==> src/rtl/disp_pkg.sv <==
// Shared types and constants for the display frame-buffer read path.
package disp_pkg;
  localparam int H_PIX_DEF        = 640;
  localparam int V_LINES_DEF      = 480;
  localparam int BURST_LEN_DEF    = 16;
  localparam int FIFO_AW_DEF      = 10;
  localparam int FRAME_BEATS      = H_PIX_DEF * V_LINES_DEF;
  localparam int BURSTS_PER_FRAME = FRAME_BEATS / BURST_LEN_DEF;
  localparam int ADDR_ALIGN       = 6;
  localparam int FB_AW            = 29;

  typedef enum logic [2:0] {IDLE, REQ, ADDR, DATA, DRAIN} state_t;

  function automatic int bursts_per_frame(input int h, input int v, input int b);
    return (h * v) / b;
  endfunction
endpackage

==> src/rtl/disp_vsync_sync.sv <==
// Three-flop synchroniser for an active-low VSYNC plus a one-cycle falling-edge pulse.
module disp_vsync_sync (
  input  logic clk,
  input  logic rst_n,
  input  logic vsync_x,
  output logic vs_fall
);
  logic [2:0] s_q, s_d;

  always_comb s_d = {s_q[1:0], vsync_x};

  always_ff @(posedge clk or negedge rst_n) begin
    if (!rst_n) s_q <= '0;
    else        s_q <= s_d;
  end

  assign vs_fall = s_q[2] & ~s_q[1];
endmodule

==> src/rtl/disp_fbread_ctrl.sv <==
// Frame-buffer read sequencer: one AXI INCR burst at a time, gated by FIFO room, restarted by VSYNC.
module disp_fbread_ctrl import disp_pkg::*; #(
  parameter int H_PIX     = H_PIX_DEF,
  parameter int V_LINES   = V_LINES_DEF,
  parameter int BURST_LEN = BURST_LEN_DEF,
  parameter int FIFO_AW   = FIFO_AW_DEF
) (
  input  logic               ACLK,
  input  logic               ARESETN,
  input  logic               DSP_VSYNC_X,
  input  logic               DISPON,
  input  logic [28:0]        DISPADDR,
  input  logic [FIFO_AW:0]   FIFO_FREE,
  output logic               FIFO_WR,
  output logic [31:0]        FIFO_WDATA,
  output logic [31:0]        ARADDR,
  output logic [7:0]         ARLEN,
  output logic               ARVALID,
  input  logic               ARREADY,
  input  logic [31:0]        RDATA,
  input  logic               RLAST,
  input  logic               RVALID,
  output logic               RREADY,
  output logic               FRAME_BUSY
);
  localparam int BPF = bursts_per_frame(H_PIX, V_LINES, BURST_LEN);
  localparam int CW  = $clog2(BPF + 1);
  localparam logic [CW-1:0]    LAST_CNT    = CW'(BPF - 1);
  localparam logic [FB_AW-1:0] BURST_BYTES = FB_AW'(BURST_LEN * 4);
  localparam logic [FIFO_AW:0] BL_FREE     = (FIFO_AW + 1)'(BURST_LEN);

  state_t             state_q, state_d;
  logic [FB_AW-1:0]   base_q, base_d, araddr_q, araddr_d;
  logic [CW-1:0]      cnt_q, cnt_d;
  logic               restart_q, restart_d, drain_pend_q, drain_pend_d;
  logic               arvalid_q, arvalid_d, rready_q, rready_d, busy_q, busy_d;
  logic               vs_fall, burst_end;
  logic               unused_addr_lsb;

  disp_vsync_sync u_vs (
    .clk     (ACLK),
    .rst_n   (ARESETN),
    .vsync_x (DSP_VSYNC_X),
    .vs_fall (vs_fall)
  );

  assign burst_end       = RVALID & RLAST;
  assign unused_addr_lsb = ^DISPADDR[ADDR_ALIGN-1:0];

  always_comb begin
    state_d      = state_q;
    base_d       = base_q;
    cnt_d        = cnt_q;
    araddr_d     = araddr_q;
    restart_d    = restart_q;
    drain_pend_d = drain_pend_q;
    // A new VSYNC always resets the frame position; base only moves when enabled.
    if (vs_fall) begin
      cnt_d     = '0;
      restart_d = DISPON;
      if (DISPON) base_d = {DISPADDR[FB_AW-1:ADDR_ALIGN], {ADDR_ALIGN{1'b0}}};
    end
    case (state_q)
      IDLE:  if (vs_fall && DISPON) state_d = REQ;
      REQ: begin
        if (vs_fall) state_d = DISPON ? REQ : IDLE;
        else if (FIFO_FREE >= BL_FREE) begin
          state_d  = ADDR;
          araddr_d = base_q + FB_AW'(cnt_q) * BURST_BYTES;
        end
      end
      ADDR: begin
        if (vs_fall) drain_pend_d = 1'b1;
        if (ARREADY) begin
          drain_pend_d = 1'b0;
          state_d      = (vs_fall || drain_pend_q) ? DRAIN : DATA;
        end
      end
      DATA: begin
        // A VSYNC landing on the last beat leaves nothing to drain.
        if (vs_fall)        state_d = !burst_end ? DRAIN : (DISPON ? REQ : IDLE);
        else if (burst_end) begin
          cnt_d   = cnt_q + 1'b1;
          state_d = (cnt_q == LAST_CNT || !DISPON) ? IDLE : REQ;
        end
      end
      DRAIN: if (burst_end) state_d = restart_d ? REQ : IDLE;
      default: state_d = IDLE;
    endcase
    arvalid_d = (state_d == ADDR);
    rready_d  = (state_d inside {DATA, DRAIN});
    busy_d    = (state_d != IDLE);
  end

  always_ff @(posedge ACLK or negedge ARESETN) begin
    if (!ARESETN) begin
      state_q      <= IDLE;
      base_q       <= '0;
      cnt_q        <= '0;
      araddr_q     <= '0;
      restart_q    <= 1'b0;
      drain_pend_q <= 1'b0;
      arvalid_q    <= 1'b0;
      rready_q     <= 1'b0;
      busy_q       <= 1'b0;
    end else begin
      state_q      <= state_d;
      base_q       <= base_d;
      cnt_q        <= cnt_d;
      araddr_q     <= araddr_d;
      restart_q    <= restart_d;
      drain_pend_q <= drain_pend_d;
      arvalid_q    <= arvalid_d;
      rready_q     <= rready_d;
      busy_q       <= busy_d;
    end
  end

  assign ARADDR     = {3'b000, araddr_q};
  assign ARLEN      = 8'(BURST_LEN - 1);
  assign ARVALID    = arvalid_q;
  assign RREADY     = rready_q;
  assign FRAME_BUSY = busy_q;
  assign FIFO_WR    = (state_q == DATA) & RVALID & ~vs_fall;
  assign FIFO_WDATA = (state_q == DATA) ? RDATA : '0;
endmodule
==> config.mk <==
export PLATFORM = sky130hd
export DESIGN_NAME = disp_fbread_ctrl
export DESIGN_NICKNAME = d
export VERILOG_FILES = /design/src/rtl/disp_pkg.sv /design/src/rtl/disp_vsync_sync.sv /design/src/rtl/disp_fbread_ctrl.sv
export SDC_FILE = /design/constraint.sdc
export NUM_CORES = 1
export LEC_CHECK = 0
export ABC_AREA = 1
export BUFFER_PORTS_ARGS = -buffer_cell sky130_fd_sc_hd__buf_2
export CAP_MARGIN = 10
export CORE_MARGIN = 4
export CORE_UTILIZATION = 57
export CTS_BUF_LIST = sky130_fd_sc_hd__clkbuf_8
export CTS_CLUSTER_SIZE = 28
export DETAILED_ROUTE_END_ITERATION = 8
export GPL_ROUTABILITY_DRIVEN = 0
export PLACE_DENSITY = 0.95
export SYNTH_ARGS = -nofsm -noshare
export SYNTH_HDL_FRONTEND = slang
export SYNTH_HIERARCHICAL = 1
export SYNTH_SLANG_ARGS = --single-unit
==> constraint.sdc <==
create_clock -name ACLK -period 4.1 [get_ports ACLK]
set_clock_uncertainty 0.05 [all_clocks]
set_input_delay 0.41 -clock ACLK [delete_from_list [all_inputs] [get_ports ACLK]]
set_output_delay 0.41 -clock ACLK [all_outputs]
set_load 0.02 [all_outputs]
Word level (Yosys, flattened, before mapping)
Index checks and enable logic that the tools add are counted.

storage, ports and cells
  output and inout bits = 76
  register bits = 78
  bits of input ports = 79
  word-level logic and storage cells = 59

cells by class
  reductions and logical operators = 11
  order comparisons = 1
  eq/ne operators = 8
  mux-type cells = 21
  $add $sub $neg = 2
  bitwise operators = 6

operators by type and width
  cell                                                                    number
  15-bit 2-to-1 mux                                                       4
  32-bit 2-to-1 mux                                                       1
  29-bit by 21-bit adder with 29-bit output                               1
  3-bit 2-to-1 mux                                                        9
  15-bit by 1-bit adder with 15-bit output, second input constant         1
  15-bit == test, second input constant                                   1
  3-bit case mux with 5 select lines                                      1
  3-bit by 2-bit == test with 1-bit output, second input constant         4
  11-bit by 5-bit >= comparator with 1-bit output, second input constant  1
  3-bit == test, second input constant                                    2
  1-bit 2-to-1 mux                                                        6
  1-bit bitwise AND                                                       4
  2-bit AND reduction                                                     2
  2-bit nonzero test                                                      2
  3-bit by 1-bit == test with 1-bit output, second input constant         1
  3-bit zero test                                                         1
  3-bit AND reduction                                                     1
  3-bit nonzero test                                                      1
  1-bit logical OR                                                        2
  1-bit NOT                                                               2
  1-bit logical AND                                                       1
  1-bit zero test                                                         1

Depth between registers and ports, before layout
  word-level depth = 8
  gate-level depth with buffers = 14
  depth with buffers taken out = 14

Hierarchy
Netlist, hierarchy kept.

by module, submodules not included
  module            times used  cells an instance  area an instance (um2)  sequential area each (um2)
  disp_fbread_ctrl  1           683                4,738.3                 1,726.7
  disp_vsync_sync   1           5                  85.1                    75.1

Worst setup path after synthesis
Ideal clock, no wire load.

  kind = reg-to-reg
  start point = register cnt_q[0]
  end point = register araddr_q[26]
  arrival time = 1.832 ns
  setup time = 0.117 ns
  setup slack = 2.101 ns
  stages on the path, launching flop included = 14
  buffers on the path = 0
  period minus slack after synthesis = 1.999 ns
  required time = 3.933 ns
  cell sequence = dfrtp_1 > ha_1 > inv_1 > fa_1 > inv_1 > nand3_1 > nand3_1 > nand2_1 > nand2_1 > nand2_1 > nand2_1 > nand3_1 > nand3_1 > nand2_1

on the way
  longest elaborated chain between the ends = 1

RTL lines
  what                                       RTL line                 source
  start, declared                            disp_fbread_ctrl.sv:34   logic [CW-1:0] cnt_q, cnt_d;
  start signal, assigned                     disp_fbread_ctrl.sv:109  cnt_q <= cnt_d;
  29-bit by 21-bit adder with 29-bit output  disp_fbread_ctrl.sv:69   araddr_d = base_q + FB_AW'(cnt_q) * BURST_BYTES;
  end signal, assigned                       disp_fbread_ctrl.sv:110  araddr_q <= araddr_d;
  end, declared                              disp_fbread_ctrl.sv:33   logic [FB_AW-1:0] base_q, base_d, araddr_q, araddr_d;

No other way between the ends.
A chain may end at the register's enable or synchronous reset.

Worst setup path after layout
Same ends and word-level chain as after synthesis.

==> impl_metrics.ini <==
[clock_tree]
cts_hold_buf = 0
htreeDepth = 3
cts_resized = 0
cts_buffer_depth = 2
cts_buffers = 9
clock-sinks = 72
cts_tree = yes
path_clk_slew_ps = 80
root_buffer = clkbuf_8
insertion_delay_ps = 360
cts_setup_buffers = 0

[sta]
final_max_slew_viol_count = 0
fin_crit_ps = 2400
rsz0062_at_grt = no
tightest_slew_ps = 779
setup_viol = 0
slew_headroom_pct = 48.1
finalSetupTns_ps = 0
fmax_ghz = 0.417
fin_crit_sh_pct = 58.4
hold_viol = 0

[die]
fp.dieW_um = 100
initial_core_util_pct = 58.7
die_h_um = 100
design.core.area_mm2 = 0.00822
die-area_mm2 = 0.0100
io_pins = 155
row_count = 33

[yosys]
ys_ff_latch = 72
ys.warnings.count = 6
synth.avg_cell_area_um2 = 7.01
synth-edff-count = 0
synth.distinct_cells = 41
netlist_instances = 688
yosysSeqAreaShare_pct = 37.4
synth_area_mm2 = 0.00482
async_flop_share_pct = 100
synth_flop_cell = dfrtp_1

[final_layout]
antennaDiodeCount = 0
postLayoutCoreUtil_pct = 68.8
nNetsFinal = 907
area_delta_synth_final_pct = 17.2
fin_area_mm2 = 0.00565
mostFrequentLayoutCell = nand2_1
drive_gt1_share_pct = 22.9
layout_common_cells = 187 x nand2_1, 127 x buf_2, 119 x inv_1

[grt]
track_usage_pct = 24.1
grt_start_max_net_pins = 40
grt_pass1_wl_um = 19700
grt_overflow = 0
grt_pass1_vias = 4620
antenna_found_initial = 0

[detailed_routing]
drt_iter0_drc = 220
ant_nets = 0
viasPerCell = 5.18
drcViolationCount = 0
wl_per_cell_um = 12.7
wirelength_um = 11700
vias = 4770
first_pass_iters = 5

[worst_setup_path]
worst_setup_path_endpoint = araddr_q[26]$_DFFE_PN0P_
r2r-end = araddr_q[26]$_DFFE_PN0P_
r2r_setup_slack_ps = 1700
cp-end-kind = flip-flop
arrival_ps = 2600
cp.required_ps = 4310
crit_fanout = 7
reg2regPathDepth = 13
critPathKind = flip-flop to flip-flop
worstSetupStartpointType = flip-flop
r2r-start = cnt_q[0]$_DFF_PN0_
startpoint = cnt_q[0]$_DFF_PN0_

[power]
pwr_density_cell_mw_per_mm2 = 433
max-vdd-ir-drop_mv = 0.219
p_leak_nw = 3.33
total_power_mw = 2.45

[placed_design]
io_buffers = 127
place_area_mm2 = 0.00546
dp_hpwl_um = 9120

[outcome]
status = complete, no violations

[hold_path]
hp-class = input pin to async pin

[flow_run]
max_cap_viol_count = 0
[registers in the layout, indices dropped and copies added, names as in the netlist]
signal / flops
araddr_q: 23
base_q: 23
cnt_q: 15
state_q: 3
u_vs/s_q: 3
ARVALID: 1
FRAME_BUSY: 1
RREADY: 1
drain_pend_q: 1
restart_q: 1
[through the flow]
step                      hold WS (ps)  cells  worst slack [ps]
after floorplan                   64.4    703              2100
after global placement             284    905              1700
after detailed placement           291    905              1730
after CTS                         94.8    921              1710
after global routing               110    921              1470
final                             76.3    921              1700
[report_power, final]
| group | total, mW | internal, mW | leakage [nW] | switching [mW] |
|---|---|---|---|---|
| combinational | 0.889 | 0.305 | 2.34 | 0.584 |
| sequential | 0.996 | 0.886 | 0.897 | 0.110 |
| clock | 0.563 | 0.280 | 0.0916 | 0.283 |
| total | 2.45 | 1.47 | 3.33 | 0.976 |
[worst min-delay path by stage]
stage | end | depth (start not counted) | slack, ps | startpoint
3_3_place_gp | u_vs/s_q[1]$_DFF_PN0_ | 0 | 280 | u_vs/s_q[0]$_DFF_PN0_
2_1_floorplan | ARVALID$_DFF_PN0_ | 0 | 60 | ARESETN
3_5_place_dp | u_vs/s_q[1]$_DFF_PN0_ | 0 | 290 | u_vs/s_q[0]$_DFF_PN0_
5_1_grt | u_vs/s_q[0]$_DFF_PN0_ | 1 | 110 | DSP_VSYNC_X
4_1_cts | araddr_q[8]$_DFFE_PN0P_ | 1 | 90 | ARESETN
6_report | araddr_q[8]$_DFFE_PN0P_ | 1 | 80 | ARESETN
[final cells by class]
class | count | area, µm²
Fill cell | 632 | 2560
Multi-Input combinational cell | 476 | 2410
Sequential cell | 72 | 1800
Timing Repair Buffer | 128 | 643
Inverter | 124 | 465
Tap cell | 105 | 131
Clock buffer | 9 | 124
Clock inverter | 7 | 71.3
[metal layers]
| layer | vias up | GRT usage (%) | share of wire [%] |
|---|---|---|---|
| met3 | 36 | 4.17 | 7.7 |
| met1 | 2181 | 28.6 | 39 |
| met4 | 0 | 8.70 | 3.3 |
| li1 | 2345 | - | - |
| met2 | 208 | 43.6 | 50 |
| met5 | - | 0 | 0 |
[critical path, stage by stage, from the launching register on]
cell and delay (ps):
dfrtp_1 530, ha_1 280, inv_1 90, fa_1 420, inv_1 130, nand3_1 80, nand3_1 120, nand2_1 70
nand2_1 110, nand2_1 110, nand2_1 100, nand3_1 70, nand3_1 80, nand2_1 50
[logic make-up (layout without fill, tap and decap cells)]
family,Yosys count,after routing,share of synthesized area (%)
xor+xnor,7,7,1.27
simple gates,357,357,32.4
buf+inv,155,268,13.7
compound gates,64,64,7.26
fa+ha+maj,17,17,4.57
other cells,2,17,0.156
mux,14,14,3.27
flops,72,72,37.4
[synthesized netlist by cell type, types with 8 or more instances]
cell type	number	area, µm²
a21oi_1	30	150
nand3_1	44	220
buf_4	18	135
mux2_2	14	158
nand4_1	8	50.1
o21ai_0	14	70.1
o21ai_1	9	45.0
nor3_1	8	40.0
nor2_1	83	312
nand2_1	187	702
inv_1	119	447
ha_1	16	200
dfrtp_1	72	1800
No activity file was read; power rests on OpenSTA's default activity.
